--- config.mk ---
export PLATFORM = sky130hd
export DESIGN_NAME = alu_arbiter_flat
export DESIGN_NICKNAME = d
export VERILOG_FILES = /design/src/rtl/alu_arbiter_if.sv /design/src/rtl/alu_arbiter.sv /design/src/flat_wrapper.sv
export SDC_FILE = /design/constraint.sdc
export NUM_CORES = 1
export LEC_CHECK = 0
export ABC_AREA = 1
export CAP_MARGIN = 20
export CORE_UTILIZATION = 38
export DETAILED_ROUTE_END_ITERATION = 7
export PLACE_DENSITY = 0.8
export SYNTH_ARGS = -nofsm -noshare
export SYNTH_HDL_FRONTEND = slang
export SYNTH_SLANG_ARGS = --single-unit
--- constraint.sdc ---
create_clock -name clk -period 1.5 [get_ports clk]
set_clock_uncertainty 0.1 [all_clocks]
set_input_delay 0.15 -clock clk [delete_from_list [all_inputs] [get_ports clk]]
set_output_delay 0.15 -clock clk [all_outputs]
set_load 0.005 [all_outputs]
--- src/rtl/alu_arbiter_if.sv ---
// Requester/response bundle for alu_arbiter: two requesters, each with a
// valid/ready request channel (a, b, op) and a valid/ready response channel.
//   master : requester side (drives requests, consumes responses)
//   slave  : arbiter side (accepts requests, produces responses)
interface alu_arbiter_if #(
    parameter int unsigned WIDTH = 8
);
    logic             req0_valid;
    logic             req0_ready;
    logic [WIDTH-1:0] req0_a;
    logic [WIDTH-1:0] req0_b;
    logic             req0_op;
    logic             rsp0_valid;
    logic [WIDTH-1:0] rsp0_data;
    logic             rsp0_ready;

    logic             req1_valid;
    logic             req1_ready;
    logic [WIDTH-1:0] req1_a;
    logic [WIDTH-1:0] req1_b;
    logic             req1_op;
    logic             rsp1_valid;
    logic [WIDTH-1:0] rsp1_data;
    logic             rsp1_ready;

    modport master (
        output req0_valid, req0_a, req0_b, req0_op, rsp0_ready,
        output req1_valid, req1_a, req1_b, req1_op, rsp1_ready,
        input  req0_ready, rsp0_valid, rsp0_data,
        input  req1_ready, rsp1_valid, rsp1_data
    );

    modport slave (
        input  req0_valid, req0_a, req0_b, req0_op, rsp0_ready,
        input  req1_valid, req1_a, req1_b, req1_op, rsp1_ready,
        output req0_ready, rsp0_valid, rsp0_data,
        output req1_ready, rsp1_valid, rsp1_data
    );
endinterface

--- src/rtl/alu_arbiter.sv ---
// alu_arbiter: shares one combinational ALU between two requesters.
// One operation in flight: IDLE (accept) -> EXEC (operands on ALU) -> RESP
// (result held until the owner's rsp handshake). Minimum 3 cycles per op.
//
// Ports:
//   clk, rst_n   clock, synchronous active-low reset
//   bus          alu_arbiter_if.slave (req0/req1 and rsp0/rsp1 channels)
//   alu_in1/2    registered operands to the shared ALU
//   alu_control  registered op to the shared ALU (1 = a << b, 0 = pass a)
//   alu_result   combinational ALU result, captured at end of EXEC
//   busy         high whenever the FSM is not IDLE
//
// Build option: define ALU_ARB_FIXED_PRIO_EN for fixed priority (requester 0
// wins every tie); otherwise ties are resolved round-robin.
module alu_arbiter #(
    parameter int unsigned WIDTH = 8
) (
    input  logic             clk,
    input  logic             rst_n,
    alu_arbiter_if.slave     bus,
    output logic [WIDTH-1:0] alu_in1,
    output logic [WIDTH-1:0] alu_in2,
    output logic             alu_control,
    input  logic [WIDTH-1:0] alu_result,
    output logic             busy
);

    typedef enum logic [1:0] {
        IDLE = 2'd0,
        EXEC = 2'd1,
        RESP = 2'd2
    } state_t;

    state_t           state_q;
    state_t           state_d;
    logic [WIDTH-1:0] a_q;
    logic [WIDTH-1:0] b_q;
    logic             op_q;
    logic             owner_q;
    logic [WIDTH-1:0] result_q;

    logic             grant0_c;
    logic             grant1_c;
    logic             accept_c;
    logic             rsp_done_c;

    // Grant selection: a lone valid wins; ties go to fixed or rotating priority
`ifdef ALU_ARB_FIXED_PRIO_EN
    assign grant1_c = bus.req1_valid && !bus.req0_valid;
`else
    logic last_q;   // requester served last; reset to 1 so requester 0 wins first tie

    assign grant1_c = bus.req1_valid && (!bus.req0_valid || !last_q);

    always_ff @(posedge clk) begin
        if (!rst_n) begin
            last_q <= 1'b1;
        end else if (accept_c) begin
            last_q <= grant1_c;
        end
    end
`endif

    assign grant0_c   = bus.req0_valid && !grant1_c;
    assign accept_c   = (state_q == IDLE) && (grant0_c || grant1_c);
    assign rsp_done_c = owner_q ? bus.rsp1_ready : bus.rsp0_ready;

    // State register
    always_ff @(posedge clk) begin
        if (!rst_n) begin
            state_q <= IDLE;
        end else begin
            state_q <= state_d;
        end
    end

    // Next-state logic
    always_comb begin
        state_d = state_q;
        case (state_q)
            IDLE:    if (accept_c)   state_d = EXEC;
            EXEC:                    state_d = RESP;
            RESP:    if (rsp_done_c) state_d = IDLE;
            default:                 state_d = IDLE;
        endcase
    end

    // Output decode; ready and rsp_valid are masked while reset is asserted
    always_comb begin
        bus.req0_ready = 1'b0;
        bus.req1_ready = 1'b0;
        bus.rsp0_valid = 1'b0;
        bus.rsp1_valid = 1'b0;
        busy           = 1'b0;
        if (rst_n) begin
            bus.req0_ready = (state_q == IDLE) && grant0_c;
            bus.req1_ready = (state_q == IDLE) && grant1_c;
            bus.rsp0_valid = (state_q == RESP) && !owner_q;
            bus.rsp1_valid = (state_q == RESP) &&  owner_q;
        end
        busy = (state_q != IDLE);
    end

    // Operand/owner capture on accept, result capture at end of EXEC
    always_ff @(posedge clk) begin
        if (!rst_n) begin
            a_q      <= '0;
            b_q      <= '0;
            op_q     <= 1'b0;
            owner_q  <= 1'b0;
            result_q <= '0;
        end else begin
            if (accept_c) begin
                a_q     <= grant1_c ? bus.req1_a  : bus.req0_a;
                b_q     <= grant1_c ? bus.req1_b  : bus.req0_b;
                op_q    <= grant1_c ? bus.req1_op : bus.req0_op;
                owner_q <= grant1_c;
            end
            if (state_q == EXEC) begin
                result_q <= alu_result;
            end
        end
    end

    // Operands hold their last accepted values outside EXEC
    assign alu_in1       = a_q;
    assign alu_in2       = b_q;
    assign alu_control   = op_q;
    assign bus.rsp0_data = result_q;
    assign bus.rsp1_data = result_q;

endmodule

--- src/flat_wrapper.sv ---
// flat-port wrapper written by rule: the top's interface ports become plain ports
module alu_arbiter_flat 
#(
    parameter int unsigned WIDTH = 8
)
  (clk, rst_n, alu_in1, alu_in2, alu_control, alu_result, busy, bus_req0_valid, bus_req0_a, bus_req0_b, bus_req0_op, bus_rsp0_ready, bus_req1_valid, bus_req1_a, bus_req1_b, bus_req1_op, bus_rsp1_ready, bus_req0_ready, bus_rsp0_valid, bus_rsp0_data, bus_req1_ready, bus_rsp1_valid, bus_rsp1_data);
  alu_arbiter_if #(.WIDTH(WIDTH)) bus_i ();
  input  logic clk;
  input  logic rst_n;
  output logic [WIDTH-1:0] alu_in1;
  output logic [WIDTH-1:0] alu_in2;
  output logic alu_control;
  input  logic [WIDTH-1:0] alu_result;
  output logic busy;
  input wire logic [$bits(bus_i.req0_valid)-1:0] bus_req0_valid;
  input wire logic [$bits(bus_i.req0_a)-1:0] bus_req0_a;
  input wire logic [$bits(bus_i.req0_b)-1:0] bus_req0_b;
  input wire logic [$bits(bus_i.req0_op)-1:0] bus_req0_op;
  input wire logic [$bits(bus_i.rsp0_ready)-1:0] bus_rsp0_ready;
  input wire logic [$bits(bus_i.req1_valid)-1:0] bus_req1_valid;
  input wire logic [$bits(bus_i.req1_a)-1:0] bus_req1_a;
  input wire logic [$bits(bus_i.req1_b)-1:0] bus_req1_b;
  input wire logic [$bits(bus_i.req1_op)-1:0] bus_req1_op;
  input wire logic [$bits(bus_i.rsp1_ready)-1:0] bus_rsp1_ready;
  output wire logic [$bits(bus_i.req0_ready)-1:0] bus_req0_ready;
  output wire logic [$bits(bus_i.rsp0_valid)-1:0] bus_rsp0_valid;
  output wire logic [$bits(bus_i.rsp0_data)-1:0] bus_rsp0_data;
  output wire logic [$bits(bus_i.req1_ready)-1:0] bus_req1_ready;
  output wire logic [$bits(bus_i.rsp1_valid)-1:0] bus_rsp1_valid;
  output wire logic [$bits(bus_i.rsp1_data)-1:0] bus_rsp1_data;
  assign bus_i.req0_valid = bus_req0_valid;
  assign bus_i.req0_a = bus_req0_a;
  assign bus_i.req0_b = bus_req0_b;
  assign bus_i.req0_op = bus_req0_op;
  assign bus_i.rsp0_ready = bus_rsp0_ready;
  assign bus_i.req1_valid = bus_req1_valid;
  assign bus_i.req1_a = bus_req1_a;
  assign bus_i.req1_b = bus_req1_b;
  assign bus_i.req1_op = bus_req1_op;
  assign bus_i.rsp1_ready = bus_rsp1_ready;
  assign bus_req0_ready = bus_i.req0_ready;
  assign bus_rsp0_valid = bus_i.rsp0_valid;
  assign bus_rsp0_data = bus_i.rsp0_data;
  assign bus_req1_ready = bus_i.req1_ready;
  assign bus_rsp1_valid = bus_i.rsp1_valid;
  assign bus_rsp1_data = bus_i.rsp1_data;
  alu_arbiter #(.WIDTH(WIDTH)) u_core (.clk(clk), .rst_n(rst_n), .bus(bus_i), .alu_in1(alu_in1), .alu_in2(alu_in2), .alu_control(alu_control), .alu_result(alu_result), .busy(busy));
endmodule
==> impl_metrics.tcl <==
set metrics [dict create \
    outcome "completed" \
    yosysTopAreaCellShare_pct 39.12 \
    synthAdderAreaFrac_pct 0 \
    setup_viol 0 \
    fp-row-count 22 \
    ctsHoldBuffers 0 \
    area_delta_synth_final_pct 66.78 \
    ir_worst_vdd_mv 0.5025 \
    p_leak_nw 1.173 \
    antenna_cells 0 \
    core_area_mm2 0.003716 \
    cp.arrival_ns 1.20 \
    yosys-top-cells-area "dfxtp_1 39%, nand2_1 19%, nor2_1 14%" \
    grt_pass1_wl_mm 6.423 \
    die-height_um 64.49 \
    crit_family "flip-flops" \
    grt_pass1_vias 1541 \
    postSynthCellCount 234 \
    synth_fp_nets 282 \
    drt-initial-drc-count 47 \
    grt_use_total_pct 20.20 \
    crit_type "flop to output pin" \
    wirelength_mm 3.868 \
    drive_above_1_share_pct 11.15 \
    cts_buffers 5 \
    synth-compound-area-share_pct 4.469 \
    crit_chain "nand2_2, nand2_4, inv_2, nand2_2, nor2_2, dlygate4sd2_1" \
    synth.area.mux_share_pct 0 \
    worst_slew_pin_slew_ns 0.2191 \
    layout_commonest_cell "clkdlybuf4s50_1" \
    yosysUniqueCellTypes 18 \
    min_period_ns 1.451 \
    nNetsFinal 370 \
    drtAntennaViolNets 0 \
    portBuffers 85 \
    hpwl_mm 2.760 \
    cts-htree-levels 2 \
    start_util_pct 39.93 \
    relSlewSlack_pct 85.39 \
    layout_common_cells "78 x clkdlybuf4s50_1, 73 x nand2_1, 53 x nor2_1" \
    synth_seq_area_share_pct 39.12 \
    drc 0 \
    power_density_mw_per_mm2 925.7 \
    maxCapViolations 0 \
    cts_tree "done" \
    overflow 0 \
    ioPinCount 86 \
    synth_seq_cells 29 \
    num_vias 1639 \
    die_area_mm2 0.004159 \
    synth_xor_area_share_pct 0 \
    crit_fanout 2 \
    clk_latency_ns 0.28 \
    cp_slowest_cell "dfxtp_1" \
    wl_per_cell_um 10.43 \
    final_design_area_no_fill_mm2 0.002475 \
    min_path_type "input pin to flop" \
    syn-cell-area_mm2 0.001484 \
    worst_path_most_repeated_cell "nand2_2" \
    slew_viol_final 0 \
    crit_buf_inv 2 \
    startpoint_type "flop" \
    dr.pass1.iters 4 \
    yosys.area.top_type "dfxtp_1" \
    max_freq_ghz 0.6893 \
    critPathRequiredTime_ns 1.25 \
    ctsLongestPathBuffers 2 \
    cts.sinks 29 \
    dieWidth_um 64.49 \
    grt_max_degree 25 \
    clkTransAtPathRegs_ns 0.07 \
    slowest_delay_ns 0.32 \
    routed_via_density 4.418 \
    hold_viol 0 \
    fin_crit_sh_pct 96.71 \
    yosys.area_share.simple_pct 41.48 \
    synth_top_family_by_area "simple AND/OR/NAND/NOR gates" \
    worstSetupEndpointType "output pin" \
    antenna_found_initial 0 \
    cts_root_buffer "clkbuf_8" \
    dpl_cell_area_mm2 0.002362 \
    yosys_warnings 0 \
    finalPower_mw 2.291 \
    place_congestion 0.7626 \
    synth.avg_cell_area_um2 6.342 \
]
-- where the power goes --
part	internal, mW	switching [mW]
combinational	0.438	0.312
sequential	0.865	0.0538
clock	0.319	0.304
total	1.62	0.670
-- Yosys cell counts --
library cell	instances
o21ai_0	8
nor2_1	54
nand2_1	74
buf_6	4
nand3_1	19
a21oi_1	2
nand2_2	1
o21ai_4	1
nand2_4	1
nor2_2	1
nand4_1	1
buf_2	3
inv_2	1
nor3_1	2
buf_4	9
dfxtp_1	29
clkbuf_1	2
inv_1	22
-- per-stage QoR --
stage          cells  setup TNS, ns  hold slack [ns]  setup WS [ns]  utilization, %
2_1_floorplan    234              0           0.1849         0.3442               -
3_3_place_gp     361         -3.771           0.3706        -0.2824           63.57
3_5_place_dp     361         -3.470           0.3793        -0.2820           63.57
4_1_cts          371              0           0.3488        0.02278           66.40
5_1_grt          371      -0.001208           0.1449      -0.001208           66.60
6_report         371              0           0.1310        0.04934           66.60
-- state kept, by name, indices dropped and copies added (netlist names) --
name                  flops
u_core.state_q            2
u_core.bus.rsp0_data      8
u_core.alu_control        1
u_core.alu_in2            8
u_core.alu_in1            8
u_core.last_q             1
u_core.owner_q            1
-- layout make-up --
class	count	area [um2]
clock buffer	5	68.82
clock inverter	3	17.52
tap	48	60.06
sequential	29	584.3
multi-input combinational	164	696.9
fill	358	1241
timing repair buffer	99	960.9
inverter	23	86.33
-- tightest hold or removal path: stages --
cell and delay, ns:
dlymetal6s2s_1 0.14, inv_2 0.09, nor2_1 0.10
-- worst paths after layout --
path,startpoint,to,slack (ns),depth (start not counted)
worst min register to register,u_core.last_q$_SDFFE_PN1P_,u_core.last_q$_SDFFE_PN1P_,0.39,2
worst max register to register,u_core.state_q[0]$_SDFFE_PN0P_,u_core.alu_in1[2]$_SDFFE_PN0P_,0.18,8
worst max-delay path,u_core.last_q$_SDFFE_PN1P_,bus_req1_ready,0.05,6
worst min-delay path,rst_n,u_core.state_q[0]$_SDFFE_PN0P_,0.13,3
-- cells by family after synthesis --
| family | after synthesis |
|---|---|
| AO/OA/AOI/OAI | 11 |
| flip-flops | 29 |
| buffers and inverters | 41 |
| AND/OR/NAND/NOR | 153 |
-- layer usage --
layer	track usage (%)	vias up	part of all wire, %
met1	20.26	691	40
met2	37.11	65	50
met5	0	-	0
met4	10.56	0	2.3
li1	-	874	-
met3	6.162	9	6.9
-- what timing repair did --
action,CTS,global route
cloned,0,0
buffers inserted,2,0
gates resized for setup,12,7
setup endpoints to repair,5,4
pin swaps,1,1
(Power assumes the default switching activity.)
==> RTL edit 1, RTL diff (config.mk and constraints unchanged) <==
Add a define of `ALU_ARB_FIXED_PRIO_EN`.
--- a/src/rtl/alu_arbiter.sv
+++ b/src/rtl/alu_arbiter.sv
@@ -13,4 +13,6 @@
 // Build option: define ALU_ARB_FIXED_PRIO_EN for fixed priority (requester 0
 // wins every tie); otherwise ties are resolved round-robin.
+`define ALU_ARB_FIXED_PRIO_EN
+
 module alu_arbiter #(
     parameter int unsigned WIDTH = 8
Check against the original RTL: not equivalent (Yosys sat finds a counterexample within 4 cycles, from zero or initial values and one cycle with rst_n low).
==> RTL edit 1 against the original RTL <==
Cell count fell by 3.0%; final area decreased by 3.8%; routed wire length fell by 11%; power shrank 5.8%; worst hold slack better by 0.26 ns; register-to-register slack better by 0.16 ns; synthesized area down 1.3%; synthesized cell count fell by 0.43%; setup slack better by 0.029 ns; critical path type is now primary input to output pin; sequential cell count decreased by 1.
==> RTL edit 1: results (changes against the original RTL) <==
stage	metric	value	unit	change
global_routing	grt ovf	0		unchanged
clocking	clock slew at reported path FFs	0.09	ns	+0.02 ns
min_path	hold path depth	3		unchanged
placed_design	hpwl dp	2590	um	-6.0%
final_layout	share of cells above drive strength 1	7.69	%	-3.5 points
power_and_ir_drop	static leakage	1.11	nW	-5.6%
power_and_ir_drop	P_int	1.59	mW	-2.0%
yosys	most frequent cell after synthesis	nand2_1		
yosys	synth unique cells	16		-2
global_routing	largest net degree at the start of global routing	36		+44%
setup_path	WP data arrival	1.17	ns	-0.03 ns
route	WL final	3430	um	-11%
timing	Slew HR	83.1	%	-2.3 points
setup_path	Largest delay share family, worst path	buffers and inverters		
yosys	Adder-Cell Fraction of Synth Area	0	%	unchanged
placed_design	Port Buf Inserts	85		unchanged
yosys	Synth area leaders	dfxtp_1 38%, nand2_1 19%, nor2_1 14%, nand3_1 6.2%, buf_4 6.2%		
placed_design	worst slack at placement	-0.273	ns	+0.00919 ns
clocking	CTS resizes	9		-3
yosys	share of flip-flops with an asynchronous set or reset	0	%	unchanged
global_routing	vias in the first global route	1374		-11%
clocking	Max Root-Sink Buffers	2		unchanged
setup_path	crit-path max FO	5		+3
global_routing	antenna violations before repair	0		unchanged
min_path	Hold/Removal Path Class	primary input to register		
final_layout	Nets	361		-2.4%
status	status	completed		
yosys	syn_nets	281		-0.35%
yosys	register area share after synthesis	38.3	%	-0.83 points
clocking	clock latency on the worst-skew pair	0.27	ns	
clocking	Num CTS Buffers	3		-2
global_routing	GRT Overall Usage	17.9	%	-2.3 points
route	DR vias/cell	4.31		-2.5%
placed_design	GP Congestion	0.722		-5.4%
setup_path	r2r worst-path depth	6		-2
yosys	mux contribution to synthesized area	0	%	unchanged
power_and_ir_drop	Max VDD drop	0.423	mV	-16%
global_routing	first-pass GRT wire length	5800	um	-9.7%
route	drt pass-1 iters	4		unchanged
yosys	XOR/XNOR Fraction of Synth Area	0	%	unchanged
yosys	YS warnings	0		unchanged
yosys	Synth Area in Compound Gates	3.42	%	-1.0 points
yosys	most frequent cells after synthesis	73 x nand2_1, 54 x nor2_1, 28 x dfxtp_1		
clocking	# H-tree levels	1		-1
clocking	Post-CTS Setup Bufs	0		-2
route	DRT iter0 DRCs	33		-30%
final_layout	ant diodes	0		unchanged
setup_path	CP max stage delay	0.48	ns	+0.16 ns
setup_path	Slowest cell on crit path	clkdlybuf4s50_1		
RTL edit 1: final cells by class:
cell class / instances / area [um2]
clock buffers: 3 / 41.3
repair buffers: 93 / 901
fillers: 352 / 1310
multi-input cells: 162 / 691
clock inverters: 1 / 30.0
flip-flops and latches: 28 / 563
inverters: 25 / 93.8
well taps: 48 / 60.1
RTL edit 1: metrics by stage:
step,cell area [um2],instances,util (%),setup TNS (ns)
final,2380,360,64.5,0
after global routing,2380,360,64.5,0
after CTS,2370,360,64.2,0
after detailed placement,2300,356,62.3,-5.10
after global placement,2300,356,62.3,-4.02
after floorplan,1460,233,-,0
RTL edit 1: final timing paths:
check / from / endpoint / slack, ns
worst min register to register: u_core.bus.rsp0_data[5] / u_core.bus.rsp0_data[5] / 0.41
worst min-delay path: alu_result[2] / u_core.bus.rsp0_data[2] / 0.39
worst max-delay path: rst_n / bus_req1_ready / 0.08
worst max register to register: u_core.state_q[1] / u_core.alu_in1[6] / 0.34
RTL edit 1: power by group through the flow:
stage               Clock, mW  Sequential (mW)  Combinational, mW
finish                  0.595            0.882              0.682
global route            0.650            0.893              0.766
CTS                     0.608            0.883              0.681
detailed placement          0            0.899              0.684
global placement            0            0.894              0.673
floorplan                   0            0.903              0.331
RTL edit 1: per-layer routing:
metal	wire [um]	up-vias	GRT usage [%]
li1	-	846	-
met1	1450	655	19.3
met2	1740	48	33.6
met3	217	2	3.93
met4	25	0	6.82
met5	0	-	0
RTL edit 1: cell families after synthesis:
logic type             after synthesis
AO/OA/AOI/OAI                       10
buffers and inverters               43
flip-flops                          28
AND/OR/NAND/NOR                    152
RTL edit 1: worst register-to-register path: stages (launching register included):
cell and delay, ns:
dfxtp_2 0.34, nor2_4 0.12, buf_4 0.15, nand2_8 0.14, nand2_1 0.10, nand2_1 0.05
nor2_1 0.11
==> RTL edit 2, RTL diff (same settings) <==
Made on the original files. Encoding of `state_t`: now one-hot (3 bits for 3 states).
--- a/src/rtl/alu_arbiter.sv
+++ b/src/rtl/alu_arbiter.sv
@@ -26,8 +26,8 @@
 );
 
-    typedef enum logic [1:0] {
-        IDLE = 2'd0,
-        EXEC = 2'd1,
-        RESP = 2'd2
+    typedef enum logic [2:0] {
+        IDLE = 3'b001,
+        EXEC = 3'b010,
+        RESP = 3'b100
     } state_t;
 
Behaviour: same outputs for any inputs over 10 cycles, from zero or initial values and one cycle with rst_n low; not proved beyond that.
==> RTL edit 2 against the original RTL <==
First-iteration DRC count rose by 26%; synthesized cell count rose by 7.3%; via count rose by 9.9%; combinational power rose by 19%; sequential cell count rose by 1; setup slack got worse by 0.049 ns; global-route usage rose by 0.34 points; power rose by 25%; register-to-register slack improved by 0.09 ns; synthesized area rose by 6.7%; routed wire length rose by 6.8%; final area rose by 8.8%; critical path type unchanged; critical endpoint unchanged; largest power group is now clock.
==> RTL edit 2: results (changes against the original RTL) <==
stage	metric	value	unit	change
final_layout	Sequential cell area	603	um2	+3.2%
placed_design	hpwl dp	3050	um	+10%
timing	worst slew pin tran	0.209	ns	-0.0101 ns
final_layout	clk tree area frac	5.29	%	+1.8 points
setup_path	worst reg-to-reg setup slack	0.27	ns	+0.09 ns
power_and_ir_drop	Max VDD drop	0.838	mV	+67%
global_routing	GRT Overall Usage	20.5	%	+0.34 points
route	Detail Route met2 WL	2080	um	+6.7%
route	DR vias/cell	4.58		+3.7%
setup_path	WP data arrival	1.25	ns	+0.05 ns
global_routing	met1 Use GR	22.4	%	+2.1 points
clocking	CTS resizes	18		+6
global_routing	vias in the first global route	1653		+7.3%
final_layout	post-layout util	67.3	%	+0.75 points
yosys	synth unique cells	19		+1
yosys	Synth area leaders	dfxtp_1 38%, nand2_1 21%, nor2_1 8.8%, inv_1 6.4%, nand3_1 6.3%		
yosys	syn_nets	299		+6.0%
global_routing	GR Layer Usage met2	37.8	%	+0.65 points
min_path	hold endpoint	u_core.bus.rsp0_data[1]		
route	WL final	4130	um	+6.8%
status	status	completed		
route	met3 wire len	260	um	-3.0%
global_routing	first-pass GRT wire length	6970	um	+8.5%
setup_path	CP max stage delay	0.34	ns	+0.02 ns
yosys	Synth Register Bits	30		+3.4%
power_and_ir_drop	P_seq	0.960	mW	+4.6%
clocking	Post-CTS Setup Bufs	0		-2
placed_design	worst slack at placement	-0.244	ns	+0.0383 ns
yosys	most frequent cells after synthesis	88 x nand2_1, 37 x nor2_1, 30 x dfxtp_1		
setup_path	Slowest cell on crit path	dfxtp_2		
placed_design	GP Congestion	0.741		-2.8%
timing	WHS	0.352	ns	+0.221 ns
setup_path	reg2reg start	u_core.state_q[2]		
final_layout	share of cells above drive strength 1	13.1	%	+2.0 points
final_layout	Signal buf overhead	37.5	%	-1.3 points
setup_path	r2r worst-path depth	6		-2
route	DRT iter0 DRCs	59		+26%
global_routing	largest net degree at the start of global routing	20		-20%
timing	crit path time final	1.50	ns	+0.0492 ns
power_and_ir_drop	logic gate share of total power	31.1	%	-1.6 points
power_and_ir_drop	P_int	2.11	mW	+30%
power_and_ir_drop	P per Cell Area	1060	nW/um2	+15%
final_layout	clock buffer count in the final layout	6		+1
setup_path	RR Endpoint	u_core.alu_in1[3]		
global_routing	met3 usage	6.85	%	+0.69 points
[RTL edit 2: cell types whose count changed in the layout (fill, tap and decap cells not counted), sizes merged, moves of 3 or more]
cell and delta:
a21oi +8, buf +4, dlygate4sd2 -3, inv +6, nand2 +15, nand3 +3, nand4 +7, nor2 -17
o21ai -9
[RTL edit 2: cells by family (layout without fill, tap and decap cells)]
logic type / count (synthesis) / in the layout / share of synthesized area [%]
flip-flops: 30 / 30 / 37.9
AND/OR/NAND/NOR: 162 / 162 / 43.7
AO/OA/AOI/OAI: 10 / 10 / 3.16
buffers and inverters: 49 / 141 / 15.2
[RTL edit 2: worst max path at each step]
stage,to,depth (start not counted)
2_1_floorplan,bus_req0_ready,5
3_3_place_gp,bus_req0_ready,6
3_5_place_dp,bus_req0_ready,6
4_1_cts,bus_req1_ready,6
5_1_grt,bus_req1_ready,6
6_report,bus_req1_ready,6
[RTL edit 2: worst max-delay path: cells and delay by family (launching register included)]
kind          cells  cell delay, ns
buf+inv           2            0.27
flops             1            0.34
simple gates      4            0.35
